[src/rtl/snake_pkg.sv]
// Shared definitions for the snake game: fruit placer FSM states, grid defaults,
// and the bit offsets of the coordinate fields inside a fruit_next candidate.
package snake_pkg;

    typedef enum logic [1:0] {
        ST_IDLE   = 2'd0,
        ST_SAMPLE = 2'd1,
        ST_CHECK  = 2'd2,
        ST_RESEED = 2'd3
    } fp_state_e;

    localparam int unsigned GRID_W_DEF  = 32;
    localparam int unsigned GRID_H_DEF  = 24;
    localparam int unsigned COORD_W_DEF = 6;

    localparam int unsigned X_LSB = 0;
    localparam int unsigned Y_LSB = 8;

    localparam int unsigned RETRY_W = 5;

    function automatic logic [7:0] sat_inc8(input logic [7:0] v);
        return (v == 8'hFF) ? v : v + 8'd1;
    endfunction

endpackage

[src/rtl/fruit_cand_decode.sv]
// Extracts x/y from a generator word and flags whether the cell lies on the grid.
// Purely combinational; also used by the VGA overlay.
module fruit_cand_decode
    import snake_pkg::*;
#(
    parameter int unsigned GRID_W  = GRID_W_DEF,
    parameter int unsigned GRID_H  = GRID_H_DEF,
    parameter int unsigned COORD_W = COORD_W_DEF
) (
    input  logic [31:0]        fruit_next_i,
    output logic [COORD_W-1:0] cand_x_o,
    output logic [COORD_W-1:0] cand_y_o,
    output logic               in_range_o
);

    // Bits outside the two coordinate fields carry no meaning here.
    logic unused_bits;
    assign unused_bits = ^fruit_next_i;

    assign cand_x_o   = fruit_next_i[X_LSB +: COORD_W];
    assign cand_y_o   = fruit_next_i[Y_LSB +: COORD_W];
    assign in_range_o = (32'(cand_x_o) < GRID_W) && (32'(cand_y_o) < GRID_H);

endmodule

[src/rtl/fruit_placer.sv]
// Picks a free, on-grid fruit cell from the generator stream, querying the snake
// occupancy responder. Optional idle relocation timer: FRUIT_TIMEOUT_EN.
module fruit_placer
    import snake_pkg::*;
#(
    parameter int unsigned GRID_W      = GRID_W_DEF,
    parameter int unsigned GRID_H      = GRID_H_DEF,
    parameter int unsigned COORD_W     = COORD_W_DEF,
`ifdef FRUIT_TIMEOUT_EN
    parameter int unsigned RETRY_MAX   = 15,
    parameter int unsigned TIMEOUT_CYC = 50000000
`else
    parameter int unsigned RETRY_MAX   = 15
`endif
) (
    input  logic               clk,
    input  logic               rst,
    input  logic [31:0]        fruit_next,
    output logic               L_S,
    input  logic               eat,
    output logic               occ_req,
    output logic [COORD_W-1:0] occ_x,
    output logic [COORD_W-1:0] occ_y,
    input  logic               occ_ack,
    input  logic               occ_hit,
    output logic [COORD_W-1:0] fruit_x,
    output logic [COORD_W-1:0] fruit_y,
    output logic               fruit_valid,
    output logic               placed,
    output logic [7:0]         reseed_cnt
);

    fp_state_e          state_q, state_d;
    logic [RETRY_W-1:0] retry_q, retry_d;
    logic               occ_req_q, occ_req_d;
    logic [COORD_W-1:0] occ_x_q, occ_x_d;
    logic [COORD_W-1:0] occ_y_q, occ_y_d;
    logic [COORD_W-1:0] fruit_x_q, fruit_x_d;
    logic [COORD_W-1:0] fruit_y_q, fruit_y_d;
    logic               fruit_valid_q, fruit_valid_d;
    logic               placed_q, placed_d;
    logic [7:0]         reseed_cnt_q, reseed_cnt_d;

    logic [COORD_W-1:0] cand_x;
    logic [COORD_W-1:0] cand_y;
    logic               cand_in_range;
    logic               retry_at_max;
    logic               timeout_evt;
    logic               eat_evt;

    fruit_cand_decode #(
        .GRID_W  (GRID_W),
        .GRID_H  (GRID_H),
        .COORD_W (COORD_W)
    ) u_decode (
        .fruit_next_i (fruit_next),
        .cand_x_o     (cand_x),
        .cand_y_o     (cand_y),
        .in_range_o   (cand_in_range)
    );

`ifdef FRUIT_TIMEOUT_EN
    logic [25:0] timer_q;

    always_ff @(posedge clk) begin
        if (rst || placed_q) begin
            timer_q <= '0;
        end else if (state_q == ST_IDLE) begin
            timer_q <= timer_q + 26'd1;
        end
    end

    assign timeout_evt = (state_q == ST_IDLE) && (timer_q == 26'(TIMEOUT_CYC - 1));
`else
    assign timeout_evt = 1'b0;
`endif

    // Checked before incrementing so the 5-bit retry counter can never wrap.
    assign retry_at_max = (32'(retry_q) >= RETRY_MAX);
    // An eat landing on the commit pulse is dropped: that fruit is brand new.
    assign eat_evt      = (eat || timeout_evt) && !placed_q;

    always_comb begin
        state_d       = state_q;
        retry_d       = retry_q;
        occ_req_d     = occ_req_q;
        occ_x_d       = occ_x_q;
        occ_y_d       = occ_y_q;
        fruit_x_d     = fruit_x_q;
        fruit_y_d     = fruit_y_q;
        fruit_valid_d = fruit_valid_q;
        placed_d      = 1'b0;
        reseed_cnt_d  = reseed_cnt_q;

        case (state_q)
            ST_IDLE: begin
                if (eat_evt) begin
                    fruit_valid_d = 1'b0;
                    retry_d       = '0;
                    state_d       = ST_SAMPLE;
                end
            end
            ST_SAMPLE: begin
                if (cand_in_range) begin
                    occ_x_d   = cand_x;
                    occ_y_d   = cand_y;
                    occ_req_d = 1'b1;
                    state_d   = ST_CHECK;
                end else if (retry_at_max) begin
                    state_d = ST_RESEED;
                end else begin
                    retry_d = retry_q + 1'b1;
                end
            end
            ST_CHECK: begin
                if (occ_ack) begin
                    occ_req_d = 1'b0;
                    if (!occ_hit) begin
                        fruit_x_d     = occ_x_q;
                        fruit_y_d     = occ_y_q;
                        fruit_valid_d = 1'b1;
                        placed_d      = 1'b1;
                        state_d       = ST_IDLE;
                    end else if (retry_at_max) begin
                        state_d = ST_RESEED;
                    end else begin
                        retry_d = retry_q + 1'b1;
                        state_d = ST_SAMPLE;
                    end
                end
            end
            ST_RESEED: begin
                reseed_cnt_d = sat_inc8(reseed_cnt_q);
                retry_d      = '0;
                state_d      = ST_SAMPLE;
            end
            default: begin
                state_d = ST_SAMPLE;
            end
        endcase
    end

    always_ff @(posedge clk) begin
        if (rst) begin
            state_q       <= ST_SAMPLE;
            retry_q       <= '0;
            occ_req_q     <= 1'b0;
            occ_x_q       <= '0;
            occ_y_q       <= '0;
            fruit_x_q     <= '0;
            fruit_y_q     <= '0;
            fruit_valid_q <= 1'b0;
            placed_q      <= 1'b0;
            reseed_cnt_q  <= '0;
        end else begin
            state_q       <= state_d;
            retry_q       <= retry_d;
            occ_req_q     <= occ_req_d;
            occ_x_q       <= occ_x_d;
            occ_y_q       <= occ_y_d;
            fruit_x_q     <= fruit_x_d;
            fruit_y_q     <= fruit_y_d;
            fruit_valid_q <= fruit_valid_d;
            placed_q      <= placed_d;
            reseed_cnt_q  <= reseed_cnt_d;
        end
    end

    assign L_S         = (state_q == ST_RESEED);
    assign occ_req     = occ_req_q;
    assign occ_x       = occ_x_q;
    assign occ_y       = occ_y_q;
    assign fruit_x     = fruit_x_q;
    assign fruit_y     = fruit_y_q;
    assign fruit_valid = fruit_valid_q;
    assign placed      = placed_q;
    assign reseed_cnt  = reseed_cnt_q;

endmodule

[config.mk]
export PLATFORM = sky130hd
export DESIGN_NAME = fruit_placer
export DESIGN_NICKNAME = d
export VERILOG_FILES = /design/src/rtl/snake_pkg.sv /design/src/rtl/fruit_cand_decode.sv /design/src/rtl/fruit_placer.sv
export SDC_FILE = /design/constraint.sdc
export NUM_CORES = 1
export LEC_CHECK = 0
export CAP_MARGIN = 20
export CELL_PAD_IN_SITES_DETAIL_PLACEMENT = 0
export CELL_PAD_IN_SITES_GLOBAL_PLACEMENT = 1
export CORE_AREA = 3 3 81 83
export CTS_CLUSTER_DIAMETER = 60
export CTS_CLUSTER_SIZE = 30
export DETAILED_ROUTE_END_ITERATION = 10
export DIE_AREA = 0 0 84 86
export PLACE_DENSITY_LB_ADDON = 0.1
export SETUP_SLACK_MARGIN = 0.1
export SYNTH_ARGS = -nofsm -noshare
export SYNTH_HDL_FRONTEND = slang
export SYNTH_SLANG_ARGS = --single-unit
[constraint.sdc]
create_clock -name clk -period 2.8 [get_ports clk]
set_input_delay 0.7 -clock clk [delete_from_list [all_inputs] [get_ports clk]]
set_output_delay 0.7 -clock clk [all_outputs]
set_load 0.01 [all_outputs]
==> results of run 1 <==
==> per-layer routing <==
metal / vias up / part of all wire (%) / track usage (%)
met1: 741 / 47 / 17.8
met5: - / 0 / 0
met4: 0 / 1.2 / 3.51
met2: 46 / 46 / 21.0
met3: 5 / 5.8 / 4.61
li1: 845 / - / -
==> cell families (layout without fill, tap and decap cells) <==
group | count (synthesis) | count (layout)
AND/OR/NAND/NOR | 93 | 93
AO/OA/AOI/OAI | 50 | 50
flip-flops | 42 | 42
buffers and inverters | 16 | 72
adder cells (fa/ha/maj) | 7 | 7
multiplexers | 5 | 5
XOR/XNOR | 3 | 3
==> worst max-delay path by stage <==
stage                    from         end  depth (start not counted)
2_1_floorplan      retry_q[0]  state_q[0]                          7
3_3_place_gp   fruit_next[12]  retry_q[1]                          6
3_5_place_dp   fruit_next[12]  retry_q[1]                          6
4_1_cts            state_q[1]         L_S                          2
5_1_grt            retry_q[0]  state_q[0]                          7
6_report           state_q[1]         L_S                          2
==> cells in the mapped netlist <==
cell type and number:
or2_2 2, a311oi_1 1, o32ai_1 1, mux2i_1 4
o21ai_0 6, and3_1 7, a211oi_1 1, a211oi_2 1
and2_1 1, nor2_1 13, a31oi_1 3, o22ai_1 1
buf_1 2, a222oi_1 1, inv_1 8, a21boi_0 1
clkbuf_1 6, a21oi_1 28, nand2_1 56, ha_1 7
nand3_1 6, dfxtp_1 42, and4_1 1, xor2_1 3
o211ai_1 3, nor2b_1 1, nand4_1 3, a21bo_2 1
a21o_1 1, nand2b_1 3, o221ai_1 1, mux2_2 1
==> registers in the layout (all words and copies together) (netlist names) <==
signal / flops
fruit_valid: 1
reseed_cnt: 8
occ_req: 1
occ_y: 6
state_q: 2
fruit_x: 6
placed: 1
occ_x: 6
retry_q: 5
fruit_y: 6
==> critical path, delay by kind of cell, from the launching register on <==
family	cells	cell delay, ps
adders and majority gates	1	330
buffers and inverters	1	590
DFF	1	390
==> layout make-up <==
type / instances / area, sq um
Clock inverter: 2 / 60.1
Clock buffer: 6 / 82.6
Timing Repair Buffer: 56 / 551
Tap cell: 75 / 93.8
Sequential cell: 42 / 841
Fill cell: 642 / 3390
Multi-Input combinational cell: 158 / 868
Inverter: 8 / 30.0
==> power by group through the flow <==
stage | combinational (mW) | sequential (mW) | clock, mW
5_1_grt | 0.473 | 0.716 | 0.644
3_3_place_gp | 0.424 | 0.721 | 0
6_report | 0.420 | 0.708 | 0.593
2_1_floorplan | 0.252 | 0.720 | 0
4_1_cts | 0.424 | 0.708 | 0.614
3_5_place_dp | 0.421 | 0.721 | 0
==> results.py, run 1 <==
metrics = {
    "final_layout": {
        "finalNetCount": 315,
        "final_cell_mix": "nand2_1 (56), clkdlybuf4s50_1 (52), dfxtp_1 (42)",
        "diodes": 0,
        "final_common_cell": "nand2_1",
        "final_cells": 347,
        "syn_to_final_growth_pct": 42.8,
        "post-route-util_pct": 42.7,
        "fin_area_sq_um": 2530,
        "drive_gt1_share_pct": 6.25,
    },
    "sta": {
        "rsz0062_at_grt": "no",
        "fin_crit_ps": 2300,
        "fmax_mhz": 434,
        "maxSlewViolCount": 0,
        "finalWorstSetupSlack_ps": 497,
        "hold_slack_ps": 455,
        "worstMarginPinSlew_ps": 445,
        "finClkSkew_ps": 3.91,
        "hold_viol": 0,
        "period_share_pct": 82.2,
        "relSlewSlack_pct": 70.3,
        "finalSetupViolCount": 0,
        "setup_tns_ps": 0,
    },
    "job": {
        "maxCapViolCount": 0,
    },
    "placed_design": {
        "hpwl_um": 3300,
        "io_buffers": 52,
        "place_inst": 339,
        "pre_cts_ws_ps": 436,
        "post_dp_cell_area_sq_um": 2380,
        "routabilityCongestion": 0.766,
    },
    "route": {
        "ant_nets": 0,
        "drt_iter0_drc": 93,
        "via_per_inst": 4.72,
        "routed_wl_um": 4610,
        "remaining_drc_errors": 0,
        "drt-pass1-iter-count": 4,
        "vias": 1637,
        "wl_per_cell_um": 13.3,
    },
    "power_and_ir_drop": {
        "power_switching_share_pct": 28.4,
        "switchingPower_mw": 0.488,
        "clockPowerShare_pct": 34.5,
        "p_comb_share_pct": 24.4,
        "power_density_nw_per_um2": 681,
        "p_int_mw": 1.23,
        "total_power_mw": 1.72,
        "ir_drop_v": 0.000254,
        "p_leak_nw": 0.955,
        "seqPwrFrac_pct": 41.1,
    },
    "synthesis": {
        "synth-seq-cells": 42,
        "synthCells": 216,
        "ys_warn_count": 0,
        "synth_compound_area_share_pct": 16.9,
        "yosysTopAreaCellShare_pct": 47.5,
        "synth_nets": 260,
        "synth-xor-area-share_pct": 1.49,
        "ys_top_cells_by_area": "dfxtp_1 (48%), nand2_1 (12%), a21oi_1 (7.9%), ha_1 (5.0%), nor2_1 (2.8%)",
        "yosys.area_share.simple_pct": 22.8,
        "synth_adder_area_share_pct": 4.95,
        "synth_top_family_by_area": "simple AND/OR/NAND/NOR gates",
        "synth_cell_types": 32,
        "synthMuxAreaShare_pct": 2.90,
        "synth_area_sq_um": 1770,
        "syn_area_per_cell_sq_um": 8.19,
        "synth_area_leader_cell": "dfxtp_1",
        "yosysSeqAreaShare_pct": 47.5,
    },
    "worst_setup_path": {
        "r2r_cells": 7,
        "worstSetupStartpointType": "register",
        "worstSetupPathType": "reg -> out",
        "worstPathCellList": "ha_1 > clkdlybuf4s50_1",
        "r2r-end": "state_q[0]",
        "critPathMaxFanout": 6,
        "cp-end-kind": "primary output",
        "r2r-start": "retry_q[0]",
        "critPathRequiredTime_ps": 2100,
        "slowest_delay_ps": 590,
        "cpMaxStageDelayCell": "clkdlybuf4s50_1",
        "cp.arrival_ps": 1600,
        "rrSetupSlack_ps": 580,
    },
    "floorplan": {
        "io_pins": 73,
        "core-area_sq_um": 5920,
        "dieArea_sq_um": 7220,
        "rows": 28,
        "initial_utilization_pct": 29.9,
        "die_w_um": 84,
        "die_h_um": 86,
    },
    "cts": {
        "postCtsSetupRepairBufs": 0,
        "ctsRootBufferMaster": "clkbuf_8",
        "htree_levels": 2,
        "clockBufferDepth": 2,
        "cts_made_buffers": 5,
        "clk_latency_ps": 290,
        "cts_tree": "yes",
        "cts_hold_buf": 0,
        "cts.sinks": 42,
        "clkSlewWorstSetupHoldPaths_ps": 80,
        "cts_resized": 0,
    },
    "worst_hold_path": {
        "whs_endpoint": "fruit_y[1]",
        "min_from": "fruit_y[1]",
        "hold_path_class": "reg -> reg",
        "whs_path_depth": 2,
    },
    "global_route": {
        "grt_overflow": 0,
        "grt_pass1_wl_um": 7740,
        "grt_pass1_vias": 1548,
        "grtUsageTotal_pct": 13.4,
        "grt_max_degree": 26,
        "grt_antenna_before_repair": 0,
    },
    "run_status": {
        "status": "completed",
    },
}
No activity file was read; power rests on OpenSTA's default activity.
==> inputs of run 2 (changes only) <==
--- a/config.mk
+++ b/config.mk
@@ -8,11 +8,11 @@
 export CAP_MARGIN = 20
 export CELL_PAD_IN_SITES_DETAIL_PLACEMENT = 0
 export CELL_PAD_IN_SITES_GLOBAL_PLACEMENT = 1
-export CORE_AREA = 3 3 81 83
+export CORE_AREA = 3 3 85 87
 export CTS_CLUSTER_DIAMETER = 60
 export CTS_CLUSTER_SIZE = 30
 export DETAILED_ROUTE_END_ITERATION = 10
-export DIE_AREA = 0 0 84 86
+export DIE_AREA = 0 0 88 90
 export PLACE_DENSITY_LB_ADDON = 0.1
 export SETUP_SLACK_MARGIN = 0.1
 export SYNTH_ARGS = -nofsm -noshare
==> constraint.sdc (replaced) <==
create_clock -name clk -period 2 [get_ports clk]
set_input_delay 0.5 -clock clk [delete_from_list [all_inputs] [get_ports clk]]
set_output_delay 0.5 -clock clk [all_outputs]
set_load 0.01 [all_outputs]
==> results.py, run 2 (synthesis gave the netlist of run 1 again) <==
metrics = {
    "run_status": {
        "status": "completed",
    },
    "worst_setup_path": {
        "path_depth": 6,
        "path_buf_inv": 2,
        "rrSetupSlack_ps": 270,
        "critPathMaxFanout": 6,
        "worstSetupStartpointType": "input port",
        "cp.arrival_ps": 2000,
        "path_delay_family": "buffers and inverters",
        "cp-end-kind": "register",
        "worstPathCellList": "clkdlybuf4s50_1 > a211oi_2 > a222oi_1 > buf_4 > nand4_1 > o32ai_1",
        "critPathRequiredTime_ps": 2190,
        "slowest_delay_ps": 500,
        "r2r_cells": 7,
        "r2r-start": "retry_q[1]",
        "cpMaxStageDelayCell": "clkdlybuf4s50_1",
        "r2r-end": "state_q[0]",
        "worstSetupPathType": "in -> reg",
    },
    "global_route": {
        "grt_pass1_wl_um": 7890,
        "grt_max_degree": 28,
        "grtUsageTotal_pct": 12.3,
        "grt_antenna_before_repair": 0,
        "grt_overflow": 0,
        "grt_pass1_vias": 1644,
    },
    "sta": {
        "hold_viol": 0,
        "period_share_pct": 90.3,
        "finalWorstSetupSlack_ps": 193,
        "maxSlewViolCount": 0,
        "worstMarginPinSlew_ps": 380,
        "fmax_mhz": 554,
        "finalSetupViolCount": 0,
        "relSlewSlack_pct": 74.6,
        "rsz0062_at_grt": "yes",
        "fin_crit_ps": 1810,
        "finClkSkew_ps": 4.43,
    },
    "floorplan": {
        "dieArea_sq_um": 7920,
        "rows": 29,
        "die_w_um": 88,
        "initial_utilization_pct": 27.5,
        "io_pins": 73,
        "core-area_sq_um": 6420,
        "die_h_um": 90,
    },
    "worst_hold_path": {
        "whs_path_depth": 2,
        "whs_endpoint": "fruit_x[1]",
        "hold_path_class": "reg -> reg",
        "min_from": "fruit_x[1]",
    },
    "placed_design": {
        "routabilityCongestion": 0.741,
        "place_inst": 357,
        "hpwl_um": 3370,
        "io_buffers": 52,
        "pre_cts_ws_ps": -144,
        "post_dp_cell_area_sq_um": 2510,
    },
    "route": {
        "vias": 1675,
        "routed_wl_um": 4590,
        "drt_iter0_drc": 36,
        "wl_per_cell_um": 12.6,
        "ant_nets": 0,
        "remaining_drc_errors": 0,
        "drt-pass1-iter-count": 4,
        "via_per_inst": 4.59,
    },
    "final_layout": {
        "final_cells": 365,
        "finalNetCount": 331,
        "final_common_cell": "nand2_1",
        "final_cell_mix": "nand2_1 (56), clkdlybuf4s50_1 (51), dfxtp_1 (39)",
        "drive_gt1_share_pct": 13.5,
        "fin_area_sq_um": 2610,
        "diodes": 0,
        "largest_reg_flops": 8,
        "syn_to_final_growth_pct": 47.7,
    },
    "cts": {
        "cts_made_buffers": 5,
        "cts.sinks": 42,
        "clkSlewWorstSetupHoldPaths_ps": 80,
        "postCtsSetupRepairBufs": 0,
        "clk_latency_ps": 290,
        "cts_tree": "yes",
        "ctsRootBufferMaster": "clkbuf_8",
        "clockBufferDepth": 2,
        "htree_levels": 2,
    },
    "power_and_ir_drop": {
        "power_density_nw_per_um2": 855,
        "ir_drop_v": 0.000292,
        "p_leak_nw": 1.01,
        "total_power_mw": 2.23,
    },
    "job": {
        "maxCapViolCount": 0,
    },
}
==> run 2: what timing repair did <==
action / CTS / global route
endpoints found under the setup margin: 1 / 5
hold buffers: 0 / 0
hold endpoints to repair: 0 / 0
resized for setup: 3 / 4
pin swaps: 0 / 3
==> run 2: per-stage QoR <==
stage	utilization (%)	hold slack [ps]	setup TNS, ps
finish	40.7	456	0
CTS	40.5	460	0
floorplan	-	462	0
global route	40.7	477	0
global placement	39.1	445	-1060
detailed placement	39.1	449	-1090
==> run 2: cell type report <==
type                    count  area [sq um]
clock buffers               7          86.3
repair buffers             72           669
multi-input cells         158           882
fillers                   665          3810
well taps                  77          96.3
clock inverters             1          5.00
inverters                   8          30.0
flip-flops and latches     42           845
==> run 2: tightest hold or removal path: stages, from the launching register on <==
cell and delay [ps]:
dfxtp_1 310, nand2_1 50, a21oi_1 50
==> run 2: worst max-delay path by stage <==
stage / start / end
floorplan: retry_q[0] / state_q[0]
global placement: fruit_next[12] / state_q[0]
detailed placement: fruit_next[12] / retry_q[2]
CTS: retry_q[1] / state_q[0]
global route: fruit_next[12] / retry_q[1]
finish: fruit_next[11] / retry_q[1]
==> run 2: where the power goes <==
group          switching, mW  internal [mW]  leakage (nW)  total, mW
combinational          0.332          0.347         0.623      0.679
clock                  0.291          0.279        0.0482      0.570
sequential            0.0678          0.917         0.341      0.985
total                  0.691           1.54          1.01       2.23
==> run 2: layer usage <==
metal | routed length (um) | track usage, %
met1 | 2400 | 17.4
met2 | 1940 | 18.3
met3 | 202 | 3.56
met4 | 44 | 3.07
met5 | 0 | 0
==> inputs of run 3 (changes only) <==
--- a/config.mk
+++ b/config.mk
@@ -8,13 +8,13 @@
 export CAP_MARGIN = 20
 export CELL_PAD_IN_SITES_DETAIL_PLACEMENT = 0
 export CELL_PAD_IN_SITES_GLOBAL_PLACEMENT = 1
-export CORE_AREA = 3 3 85 87
-export CTS_CLUSTER_DIAMETER = 60
+export CORE_AREA = 3 3 88 90
 export CTS_CLUSTER_SIZE = 30
 export DETAILED_ROUTE_END_ITERATION = 10
-export DIE_AREA = 0 0 88 90
+export DIE_AREA = 0 0 91 93
 export PLACE_DENSITY_LB_ADDON = 0.1
 export SETUP_SLACK_MARGIN = 0.1
 export SYNTH_ARGS = -nofsm -noshare
 export SYNTH_HDL_FRONTEND = slang
+export SYNTH_HIERARCHICAL = 1
 export SYNTH_SLANG_ARGS = --single-unit
==> results.py, run 3 <==
metrics = {
    "run_status": {
        "status": "completed",
    },
    "sta": {
        "finalSetupViolCount": 0,
        "finClkSkew_ps": 4.47,
        "fin_crit_ps": 1810,
        "rsz0062_at_grt": "no",
        "period_share_pct": 90.6,
        "relSlewSlack_pct": 82.6,
        "setup_tns_ps": 0,
        "maxSlewViolCount": 0,
        "worstMarginPinSlew_ps": 259,
        "fmax_mhz": 552,
        "hold_viol": 0,
    },
    "floorplan": {
        "core-area_sq_um": 7140,
        "dieArea_sq_um": 8460,
        "rows": 31,
        "die_w_um": 91,
        "io_pins": 73,
        "initial_utilization_pct": 27.4,
        "die_h_um": 93,
    },
    "synthesis": {
        "synth_area_leader_cell": "dfxtp_1",
        "synth_cell_types": 45,
        "synth-seq-cells": 42,
        "yosysSeqAreaShare_pct": 43.0,
        "ys_async_sr_fraction_pct": 0,
        "synthCells": 234,
        "yosysTopAreaCellShare_pct": 43.0,
        "syn_area_per_cell_sq_um": 8.36,
        "synth_nets": 278,
        "synthTopCellsByCount": "nand2_1 (54), dfxtp_1 (42), a21oi_1 (31), nor2_1 (13), buf_4 (12)",
        "synth_edf_count": 0,
        "synthFlopType": "dfxtp_1",
        "yosysMostFrequentCell": "nand2_1",
        "ys_top_cells_by_area": "dfxtp_1 (43%), nand2_1 (10%), a21oi_1 (7.9%), buf_4 (4.6%), ha_1 (4.5%)",
        "ys_warn_count": 6,
        "synth_area_sq_um": 1960,
    },
    "power_and_ir_drop": {
        "ir_drop_v": 0.000358,
        "p_leak_nw": 1.04,
        "power_density_nw_per_um2": 915,
        "total_power_mw": 2.50,
    },
    "route": {
        "drt-pass1-iter-count": 4,
        "drt_iter0_drc": 38,
        "ant_nets": 0,
        "wl_per_cell_um": 12.5,
        "vias": 1705,
        "via_per_inst": 4.41,
        "remaining_drc_errors": 0,
        "routed_wl_um": 4820,
    },
    "global_route": {
        "grt_pass1_wl_um": 7820,
        "grt_pass1_vias": 1665,
        "grt_antenna_before_repair": 0,
        "grt_overflow": 0,
        "grtUsageTotal_pct": 11.6,
        "grt_max_degree": 21,
    },
    "worst_hold_path": {
        "hold_path_class": "reg -> reg",
    },
    "cts": {
        "clk_latency_ps": 300,
        "cts_made_buffers": 5,
        "ctsRootBufferMaster": "clkbuf_8",
        "clockBufferDepth": 2,
        "htree_levels": 2,
        "cts_tree": "yes",
        "clkSlewWorstSetupHoldPaths_ps": 80,
        "cts.sinks": 42,
    },
    "final_layout": {
        "nFillCells": 762,
        "drive_gt1_share_pct": 14.2,
        "largest_reg_flops": 8,
        "seqCellArea_sq_um": 847,
        "finalNetCount": 331,
        "final_cell_mix": "nand2_1 (54), clkdlybuf4s50_1 (51), dfxtp_1 (39)",
        "final_common_cell": "nand2_1",
        "diodes": 0,
        "multi_input_area_sq_um": 980,
        "syn_to_final_growth_pct": 39.7,
    },
    "worst_setup_path": {
        "worstSetupPathType": "reg -> out",
        "slowest_delay_ps": 570,
        "worstPathCellList": "clkdlybuf4s50_1",
        "path_delay_family": "buffers and inverters",
        "critPathMaxFanout": 7,
        "critPathRequiredTime_ps": 1500,
        "cpMaxStageDelayCell": "clkdlybuf4s50_1",
        "path_buf_inv": 1,
        "worstSetupStartpointType": "register",
        "cp-end-kind": "primary output",
        "cp.arrival_ps": 1310,
    },
    "job": {
        "maxCapViolCount": 0,
    },
    "placed_design": {
        "routabilityCongestion": 0.793,
        "io_buffers": 52,
        "hpwl_um": 3530,
    },
}
## run 3: cell types whose count changed after synthesis, sizes merged, moves of 2 or more
cell    delta
a21boi     +2
o21a       +2
o31a       +2
nand3      -3
a21oi      +3
buf       +14
mux2i      -2
## run 3: path summary, 6_finish.rpt
| path | startpoint | to | slack (ps) | cells past startpoint |
|---|---|---|---|---|
| min | fruit_y[2] | fruit_y[2] | 450 | 2 |
| max reg2reg | retry_q[0] | retry_q[0] | 210 | 7 |
| min reg2reg | fruit_y[2] | fruit_y[2] | 450 | 2 |
| max | reseed_cnt[2] | reseed_cnt[2] | 190 | 1 |
## run 3: cell families (layout without fill, tap and decap cells)
group | count (synthesis) | in the layout | synth area share (%)
and+or+nand+nor | 95 | 95 | 23.3
AOI/OAI and AO/OA | 57 | 57 | 19.1
DFF | 42 | 42 | 43.0
buffers and inverters | 28 | 82 | 7.86
adders and majority gates | 7 | 7 | 4.48
xor gates and xnor gates | 3 | 3 | 1.34
muxes | 2 | 2 | 1.02
## run 3: tightest hold or removal path: stages (launching register included)
cell and delay [ps]:
dfxtp_1 310, nand2_1 50, a21oi_1 50
## run 3: per-stage QoR
stage	setup WS [ps]	util [%]	std cells	area, sq um	hold WS (ps)
floorplan	231	-	234	1960	471
global placement	-14.3	36.2	377	2580	442
detailed placement	-23.7	36.2	377	2580	447
CTS	101	38.0	385	2710	460
global route	115	38.3	387	2730	479
finish	189	38.3	387	2730	454
## run 3: report_power, final
part,total [mW],switching [mW],internal [mW],leakage [nW]
sequential,0.996,0.0720,0.924,0.341
clock,0.693,0.319,0.375,0.0585
combinational,0.813,0.408,0.405,0.641
total,2.50,0.799,1.70,1.04
## run 3: what timing repair did
item                                    in CTS  in global routing
resized for setup                            6                  3
hold buffers                                 0                  0
pin swaps                                    0                  2
buffers inserted                             0                  2
endpoints found under the setup margin       1                  1
## run 3: cell type report
cell class | count | area share, %
Clock buffer | 5 | 2.52
Clock inverter | 3 | 1.60
Inverter | 7 | 0.961
Multi-Input combinational cell | 164 | 35.8
Sequential cell | 42 | 31.0
Tap cell | 99 | 4.53
Timing Repair Buffer | 67 | 23.6
## run 3: metal layers
layer / GRT usage, % / vias to the layer above / wire, um
li1: - / 886 / -
met1: 14.7 / 781 / 2300
met2: 18.8 / 33 / 2270
met3: 3.46 / 5 / 201
met4: 3.64 / 0 / 53
met5: 0 / - / 0
